`config.mk`:
```
export PLATFORM = sky130hd
export DESIGN_NAME = rom_loader_bridge
export DESIGN_NICKNAME = d
export VERILOG_FILES = /design/src/rtl/rom_loader_bridge.sv
export SDC_FILE = /design/constraint.sdc
export NUM_CORES = 1
export LEC_CHECK = 0
export CORE_ASPECT_RATIO = 1.75
export CORE_MARGIN = 1
export CORE_UTILIZATION = 53
export DETAILED_ROUTE_END_ITERATION = 10
export PLACE_DENSITY = 0.8
export SYNTH_ARGS = -nofsm -noshare
export SYNTH_HDL_FRONTEND = slang
export SYNTH_SLANG_ARGS = --single-unit
```
`constraint.sdc`:
```
create_clock -name clk_sys -period 2.4 [get_ports clk_sys]
set_input_delay 0.48 -clock clk_sys [delete_from_list [all_inputs] [get_ports clk_sys]]
set_output_delay 0.48 -clock clk_sys [all_outputs]
set_load 0.02 [all_outputs]
```
`src/rtl/rom_loader_bridge.sv`:
```
// rom_loader_bridge: packs a 16-bit download stream into 32-bit Wishbone
// writes at BASE_ADDR. An unpaired halfword becomes a partial-lane write.
// A write that sees no acknowledge is abandoned after ACK_TIMEOUT cycles
// and flagged on the sticky error output.
// Optional build macro LOADER_CHECKSUM_EN adds a running checksum output.
module rom_loader_bridge #(
   parameter logic [25:0] BASE_ADDR   = 26'h0400000,
   parameter int unsigned ACK_TIMEOUT = 255
) (
   input  logic        clk_sys,
   input  logic        reset,
   input  logic        dl_en,
   input  logic        dl_wr,
   input  logic [24:0] dl_addr,
   input  logic [15:0] dl_data,
   output logic        dl_wait,
   output logic        wb_cyc,
   output logic        wb_stb,
   output logic        wb_we,
   output logic [3:0]  wb_sel,
   output logic [25:0] wb_adr,
   output logic [31:0] wb_dat,
   input  logic        wb_ack,
   output logic        busy,
   output logic        done,
   output logic        error,
   output logic [21:0] word_count
`ifdef LOADER_CHECKSUM_EN
   ,
   output logic [31:0] checksum
`endif
);

   typedef enum logic [1:0] {S_IDLE, S_COLLECT, S_WRITE, S_FINISH} state_e;

   typedef struct packed {
      logic [3:0]  sel;
      logic [25:0] adr;
      logic [31:0] dat;
   } wb_req_t;

   localparam int TMO_W = $clog2(ACK_TIMEOUT + 1);
   localparam logic [TMO_W-1:0] TMO_LAST = TMO_W'(ACK_TIMEOUT - 1);

   function automatic logic [25:0] word_adr(input logic [21:0] word);
      return BASE_ADDR + {2'b00, word, 2'b00};
   endfunction

   state_e           state_q, state_d;
   logic             dl_en_q;
   logic [15:0]      low_q, low_d;
   logic             low_pending_q, low_pending_d;
   logic [21:0]      low_word_q, low_word_d;
   logic             cyc_q, cyc_d;
   wb_req_t          req_q, req_d;
   logic             pend_valid_q, pend_valid_d;
   wb_req_t          pend_q, pend_d;
   logic [TMO_W-1:0] tmo_q, tmo_d;
   logic             done_q, done_d;
   logic             error_q, error_d;
   logic [21:0]      word_count_q, word_count_d;
   logic             restart_q, restart_d;
`ifdef LOADER_CHECKSUM_EN
   logic [31:0]      cks_q, cks_d;
`endif

   logic        en_rise, en_fall, ack_hit, tmo_hit;
   logic [21:0] in_word;
   logic        unused_addr_bits;

   assign en_rise          = dl_en & ~dl_en_q;
   assign en_fall          = ~dl_en & dl_en_q;
   assign ack_hit          = cyc_q & wb_ack;
   assign tmo_hit          = cyc_q & ~wb_ack & (tmo_q == TMO_LAST);
   assign in_word          = dl_addr[23:2];
   assign unused_addr_bits = ^{dl_addr[24], dl_addr[0]};

   // Next-state, write sequencing and counters.
   always_comb begin
      // NOTE: every variable gets a default first so no path infers a latch.
      state_d       = state_q;
      low_d         = low_q;
      low_pending_d = low_pending_q;
      low_word_d    = low_word_q;
      cyc_d         = cyc_q;
      req_d         = req_q;
      pend_valid_d  = pend_valid_q;
      pend_d        = pend_q;
      tmo_d         = tmo_q;
      done_d        = 1'b0;
      error_d       = error_q;
      word_count_d  = word_count_q;
      restart_d     = restart_q;
`ifdef LOADER_CHECKSUM_EN
      cks_d         = cks_q;
`endif

      // Retire the outstanding cycle on ack or on timeout.
      if (ack_hit) begin
         cyc_d        = 1'b0;
         word_count_d = word_count_q + 22'd1;
`ifdef LOADER_CHECKSUM_EN
         cks_d = cks_q + (req_q.dat & {{8{req_q.sel[3]}}, {8{req_q.sel[2]}},
                                       {8{req_q.sel[1]}}, {8{req_q.sel[0]}}});
`endif
      end else if (tmo_hit) begin
         cyc_d   = 1'b0;
         error_d = 1'b1;
      end else if (cyc_q) begin
         tmo_d = tmo_q + TMO_W'(1);
      end

      unique case (state_q)
         S_IDLE: begin
            if (en_rise) begin
               state_d       = S_COLLECT;
               word_count_d  = '0;
               error_d       = 1'b0;
               low_pending_d = 1'b0;
               restart_d     = 1'b0;
`ifdef LOADER_CHECKSUM_EN
               cks_d         = '0;
`endif
            end
         end

         S_COLLECT: begin
            if (en_fall) begin
               state_d = S_FINISH;
            end else if (dl_wr) begin
               if (!dl_addr[1]) begin
                  // A low halfword for a different word pushes the old one out.
                  if (low_pending_q && (low_word_q != in_word)) begin
                     cyc_d   = 1'b1;
                     tmo_d   = '0;
                     req_d   = '{4'b0011, word_adr(low_word_q), {16'h0000, low_q}};
                     state_d = S_WRITE;
                  end
                  low_d         = dl_data;
                  low_word_d    = in_word;
                  low_pending_d = 1'b1;
               end else begin
                  cyc_d         = 1'b1;
                  tmo_d         = '0;
                  state_d       = S_WRITE;
                  low_pending_d = 1'b0;
                  if (low_pending_q && (low_word_q == in_word)) begin
                     req_d = '{4'b1111, word_adr(in_word), {dl_data, low_q}};
                  end else if (low_pending_q) begin
                     req_d        = '{4'b0011, word_adr(low_word_q), {16'h0000, low_q}};
                     pend_valid_d = 1'b1;
                     pend_d       = '{4'b1100, word_adr(in_word), {dl_data, dl_data}};
                  end else begin
                     req_d = '{4'b1100, word_adr(in_word), {dl_data, dl_data}};
                  end
               end
            end
         end

         S_WRITE: begin
            if (!cyc_q && pend_valid_q) begin
               cyc_d        = 1'b1;
               tmo_d        = '0;
               req_d        = pend_q;
               pend_valid_d = 1'b0;
            end else if ((ack_hit || tmo_hit) && !pend_valid_q) begin
               state_d = S_COLLECT;
            end
            if (en_fall) begin
               state_d = S_FINISH;
            end
         end

         S_FINISH: begin
            if (en_rise) begin
               restart_d = 1'b1;
            end else if (en_fall) begin
               restart_d = 1'b0;
            end
            if (!cyc_q && pend_valid_q) begin
               cyc_d        = 1'b1;
               tmo_d        = '0;
               req_d        = pend_q;
               pend_valid_d = 1'b0;
            end else if (!cyc_q && low_pending_q) begin
               cyc_d         = 1'b1;
               tmo_d         = '0;
               req_d         = '{4'b0011, word_adr(low_word_q), {16'h0000, low_q}};
               low_pending_d = 1'b0;
            end else if (!cyc_q) begin
               done_d    = 1'b1;
               restart_d = 1'b0;
               if ((restart_q || en_rise) && dl_en) begin
                  state_d      = S_COLLECT;
                  word_count_d = '0;
                  error_d      = 1'b0;
`ifdef LOADER_CHECKSUM_EN
                  cks_d        = '0;
`endif
               end else begin
                  state_d = S_IDLE;
               end
            end
         end

         default: state_d = S_IDLE;
      endcase
   end

   // State and datapath registers with synchronous reset.
   always_ff @(posedge clk_sys) begin
      if (reset) begin
         state_q       <= S_IDLE;
         // NOTE: the edge detector resets high so an already-high dl_en is not
         // mistaken for a fresh rise; a real low-to-high transition is needed.
         dl_en_q       <= 1'b1;
         low_q         <= '0;
         low_pending_q <= 1'b0;
         low_word_q    <= '0;
         cyc_q         <= 1'b0;
         req_q         <= '0;
         pend_valid_q  <= 1'b0;
         pend_q        <= '0;
         tmo_q         <= '0;
         done_q        <= 1'b0;
         error_q       <= 1'b0;
         word_count_q  <= '0;
         restart_q     <= 1'b0;
`ifdef LOADER_CHECKSUM_EN
         cks_q         <= '0;
`endif
      end else begin
         // NOTE: non-blocking so every register updates from pre-edge values.
         state_q       <= state_d;
         dl_en_q       <= dl_en;
         low_q         <= low_d;
         low_pending_q <= low_pending_d;
         low_word_q    <= low_word_d;
         cyc_q         <= cyc_d;
         req_q         <= req_d;
         pend_valid_q  <= pend_valid_d;
         pend_q        <= pend_d;
         tmo_q         <= tmo_d;
         done_q        <= done_d;
         error_q       <= error_d;
         word_count_q  <= word_count_d;
         restart_q     <= restart_d;
`ifdef LOADER_CHECKSUM_EN
         cks_q         <= cks_d;
`endif
      end
   end

   assign wb_cyc     = cyc_q;
   assign wb_stb     = cyc_q;
   assign wb_we      = cyc_q;
   assign wb_sel     = req_q.sel;
   assign wb_adr     = req_q.adr;
   assign wb_dat     = req_q.dat;
   assign dl_wait    = cyc_q | pend_valid_q;
   assign busy       = (state_q != S_IDLE);
   assign done       = done_q;
   assign error      = error_q;
   assign word_count = word_count_q;
`ifdef LOADER_CHECKSUM_EN
   assign checksum   = cks_q;
`endif

endmodule
```
==> summary.txt <==
GRT
  – Vias in the first global route: 7215
  – Largest net degree at the start of global routing: 65
  – Global-route wire length before repair: 34.71 mm
  – Total GRT Usage: 28.93%
  – Initial antenna violation count: 0
  – GRT overflow: 0

Power and ir drop
  – Clock Power Share: 27.1%
  – Sequential power share: 33.6%
  – Cell internal pwr: 0.007097 W
  – VDD IR max: 0.0006298 V
  – Leakage power: 3.829 nW
  – Net switching power: 0.003880 W
  – Fraction of power consumed by combinational cells: 39.4%
  – Sw Ratio: 35.35%
  – PwrDens: 1024 mW/mm2

Setup path
  – WP data arrival: 2700 ps
  – Max incr delay on CP: 470 ps
  – Buffers and inverters on the worst path: 5
  – Critical Path Most Common Cell: buf_4
  – CP top delay family: buffers and inverters
  – CP endpoint kind: flip-flop
  – Critical path type: in -> reg
  – Startpoint types: input pin
  – CP required: 2740 ps
  – Worst-path cell chain: clkdlybuf4s50_1 > xor2_2 > nor4_1 > buf_4 > nand4_1 > buf_4 > nor3_4 > buf_4 > clkbuf_16 > a21boi_0 > a311oi_1
  – Crit-path max FO: 14
  – Crit-path slowest cell: clkdlybuf4s50_1

Timing
  – Final min period: 2362 ps
  – Slew @ Worst Pin: 648.3 ps
  – Worst slew margin: 56.78%
  – Max Slew Vio Count: 0
  – Final period util: 98.41%
  – Endpoints failing hold: 0
  – # setup viols final: 0
  – Clk_skew: 13.00 ps
  – Maximum clock frequency: 0.4234 GHz

Yosys
  – Syn Area/Cell: 8.578 um2
  – Yosys warning total: 0
  – Top FF cell, synth: dfxtp_1
  – Post-synth EDFFs: 0
  – Seq/Total Area, Yosys: 44.04%
  – Fraction of registers with async set/reset: 0%
  – Post-Syn Area: 0.007909 mm2
  – Post-synthesis sequential element count: 174
  – Syn Inst Count: 922
  – Synth unique cells: 58

Flow run
  – Maxcap violations: 0

Placed design
  – # port buffers: 131
  – Post-DP HPWL: 14.42 mm
  – Placer Congestion: 0.9076
  – # placed instances: 1230
  – Placed Area: 0.009837 mm2

Floorplan
  – IO Count: 137
  – Die footprint: 0.01543 mm2
  – Core Region: 0.01444 mm2
  – Die width: 94.34 um
  – Die Span Y: 163.6 um
  – Initial core utilization: 54.77%
  – Cell row count: 58

Drt
  – Vias/cell: 5.903
  – DRT Wirelength: 22.88 mm
  – Via count: 7509
  – Number of routed nets with antenna violations: 0
  – Wirelength per Cell: 17.99 um
  – DRC Markers: 0
  – Drt pass-1 iters: 8
  – Initial DRC Count: 540

Clocking
  – Longest Clk Path Bufs: 2
  – Clk_lat worst skew: 430 ps
  – CTS sink count: 174
  – CTS clk-pin slew, worst paths: 70 ps
  – Hold Buf Count CTS: 0
  – CTS root buf: clkbuf_16
  – CTS tree: done
  – Number of buffers created by CTS: 17
  – CTS H-tree depth: 4

Finish
  – Final Instance Area: 0.01072 mm2
  – Layout cells sized above 1: 12.55%
  – Area grow syn2layout: 35.49%
  – Layout net count: 1135
  – Final Non-Filler Cells: 1272
  – Ant. Diodes: 0
  – Fill cells: 1009

Hold path
  – Min-delay worst type: in -> reg

Run status
  – Status: complete, no violations
per-stage QoR:
step	total power [W]	worst slack, ps	util (%)	TNS [ps]	hold WS [ps]
finish	0.01098	38.10	74.20	0	395.5
global route	0.01147	-17.89	74.20	-18.04	407.0
CTS	0.01082	4.871	72.86	0	384.3
detailed placement	0.007854	-544.2	68.12	-47430	446.9
global placement	0.007785	-464.6	68.12	-44380	441.8
floorplan	0.005997	287.0	-	0	436.7
power by group through the flow:
| stage | clock network (W) | logic, W | registers, W |
|---|---|---|---|
| 6_report | 0.00297 | 0.00432 | 0.00368 |
| 5_1_grt | 0.00313 | 0.00462 | 0.00372 |
| 4_1_cts | 0.00299 | 0.00416 | 0.00367 |
| 3_5_place_dp | 0 | 0.00412 | 0.00373 |
| 3_3_place_gp | 0 | 0.00407 | 0.00372 |
| 2_1_floorplan | 0 | 0.00183 | 0.00417 |
flip-flops by register name (all words and copies together), names as in the netlist, 2 cells and up:
register	cells
wb_sel	2
word_count	22
state_q	2
wb_dat	32
tmo_q	8
low_word_q	22
low_q	16
pend_q	40
wb_adr	23
layer usage:
layer / vias up / global-route usage (%) / wire length [um]
met5: - / 0 / 0
met4: 0 / 16.36 / 1039
met3: 77 / 4.423 / 1106
met2: 293 / 54.28 / 12370
met1: 3563 / 29.52 / 8365
li1: 3576 / - / -
cells in the mapped netlist, types with 5 or more instances:
library cell    n  area (um2)
buf_4          14       105.1
ha_1           10       125.1
a211oi_1       34       255.2
clkbuf_1       38       142.6
nor2_1        138       518.0
o21ai_0         8       40.04
nand2_1       125       469.2
a22o_1         17       148.9
xnor2_1         6       52.55
nor3_1          5       25.02
a21boi_0       18       135.1
nor4_1          7       43.79
a222oi_1       23       230.2
nand3_1        11       55.05
nand4_1        12       75.07
dfxtp_1       174        3483
buf_2          20       100.1
xor2_1         43       376.6
mux2i_1        39       390.4
a311oi_1       22       192.7
inv_1          15       56.30
a21oi_1        80       400.4
placed cells by master, fill, tap and decap left out, types with 21 or more instances in the layout:
cell type / n
a222oi_1: 23
buf_4: 59
nand2_1: 125
clkdlybuf4s50_1: 125
a21oi_1: 80
dfxtp_1: 173
xor2_1: 37
mux2i_1: 39
nor2_1: 137
a311oi_1: 21
a211oi_1: 34
final cells by class:
type	instances	area (um2)	share of cell area, %
Clock buffer	19	432.9	4.040
Timing Repair Buffer	211	2200	20.53
Multi-Input combinational cell	660	4115	38.40
Sequential cell	174	3485	32.52
Clock inverter	13	201.4	1.880
Inverter	15	56.30	0.5255
Tap cell	180	225.2	2.102
path summary, 6_finish.rpt:
check | start | end | slack (ps) | cells past startpoint
setup / recovery | dl_addr[20] | wb_adr[15] | 40 | 11
hold reg to reg | low_q[5] | low_q[5] | 460 | 2
setup reg to reg | low_word_q[2] | wb_adr[15] | 70 | 11
hold / removal | reset | pend_q[49] | 400 | 2
logic make-up (layout without fill, tap and decap cells):
family	Yosys count	in the layout	synth area share, %
multiplexers	39	39	4.936
other	1	3	0.04742
XOR/XNOR	49	49	5.426
buffers and inverters	90	258	5.252
flip-flops	174	174	44.04
adder cells (fa/ha/maj)	10	10	1.582
AND/OR/NAND/NOR	324	324	17.21
AO/OA/AOI/OAI	235	235	21.50
repair_timing:
item,in CTS,in global routing
cloned,1,3
setup buffers,1,5
endpoints found under the setup margin,54,74
resized for setup,6,18
pin swaps,2,9
endpoints found under the hold margin,0,0
Note: power is estimated with default switching activity, not from simulation.
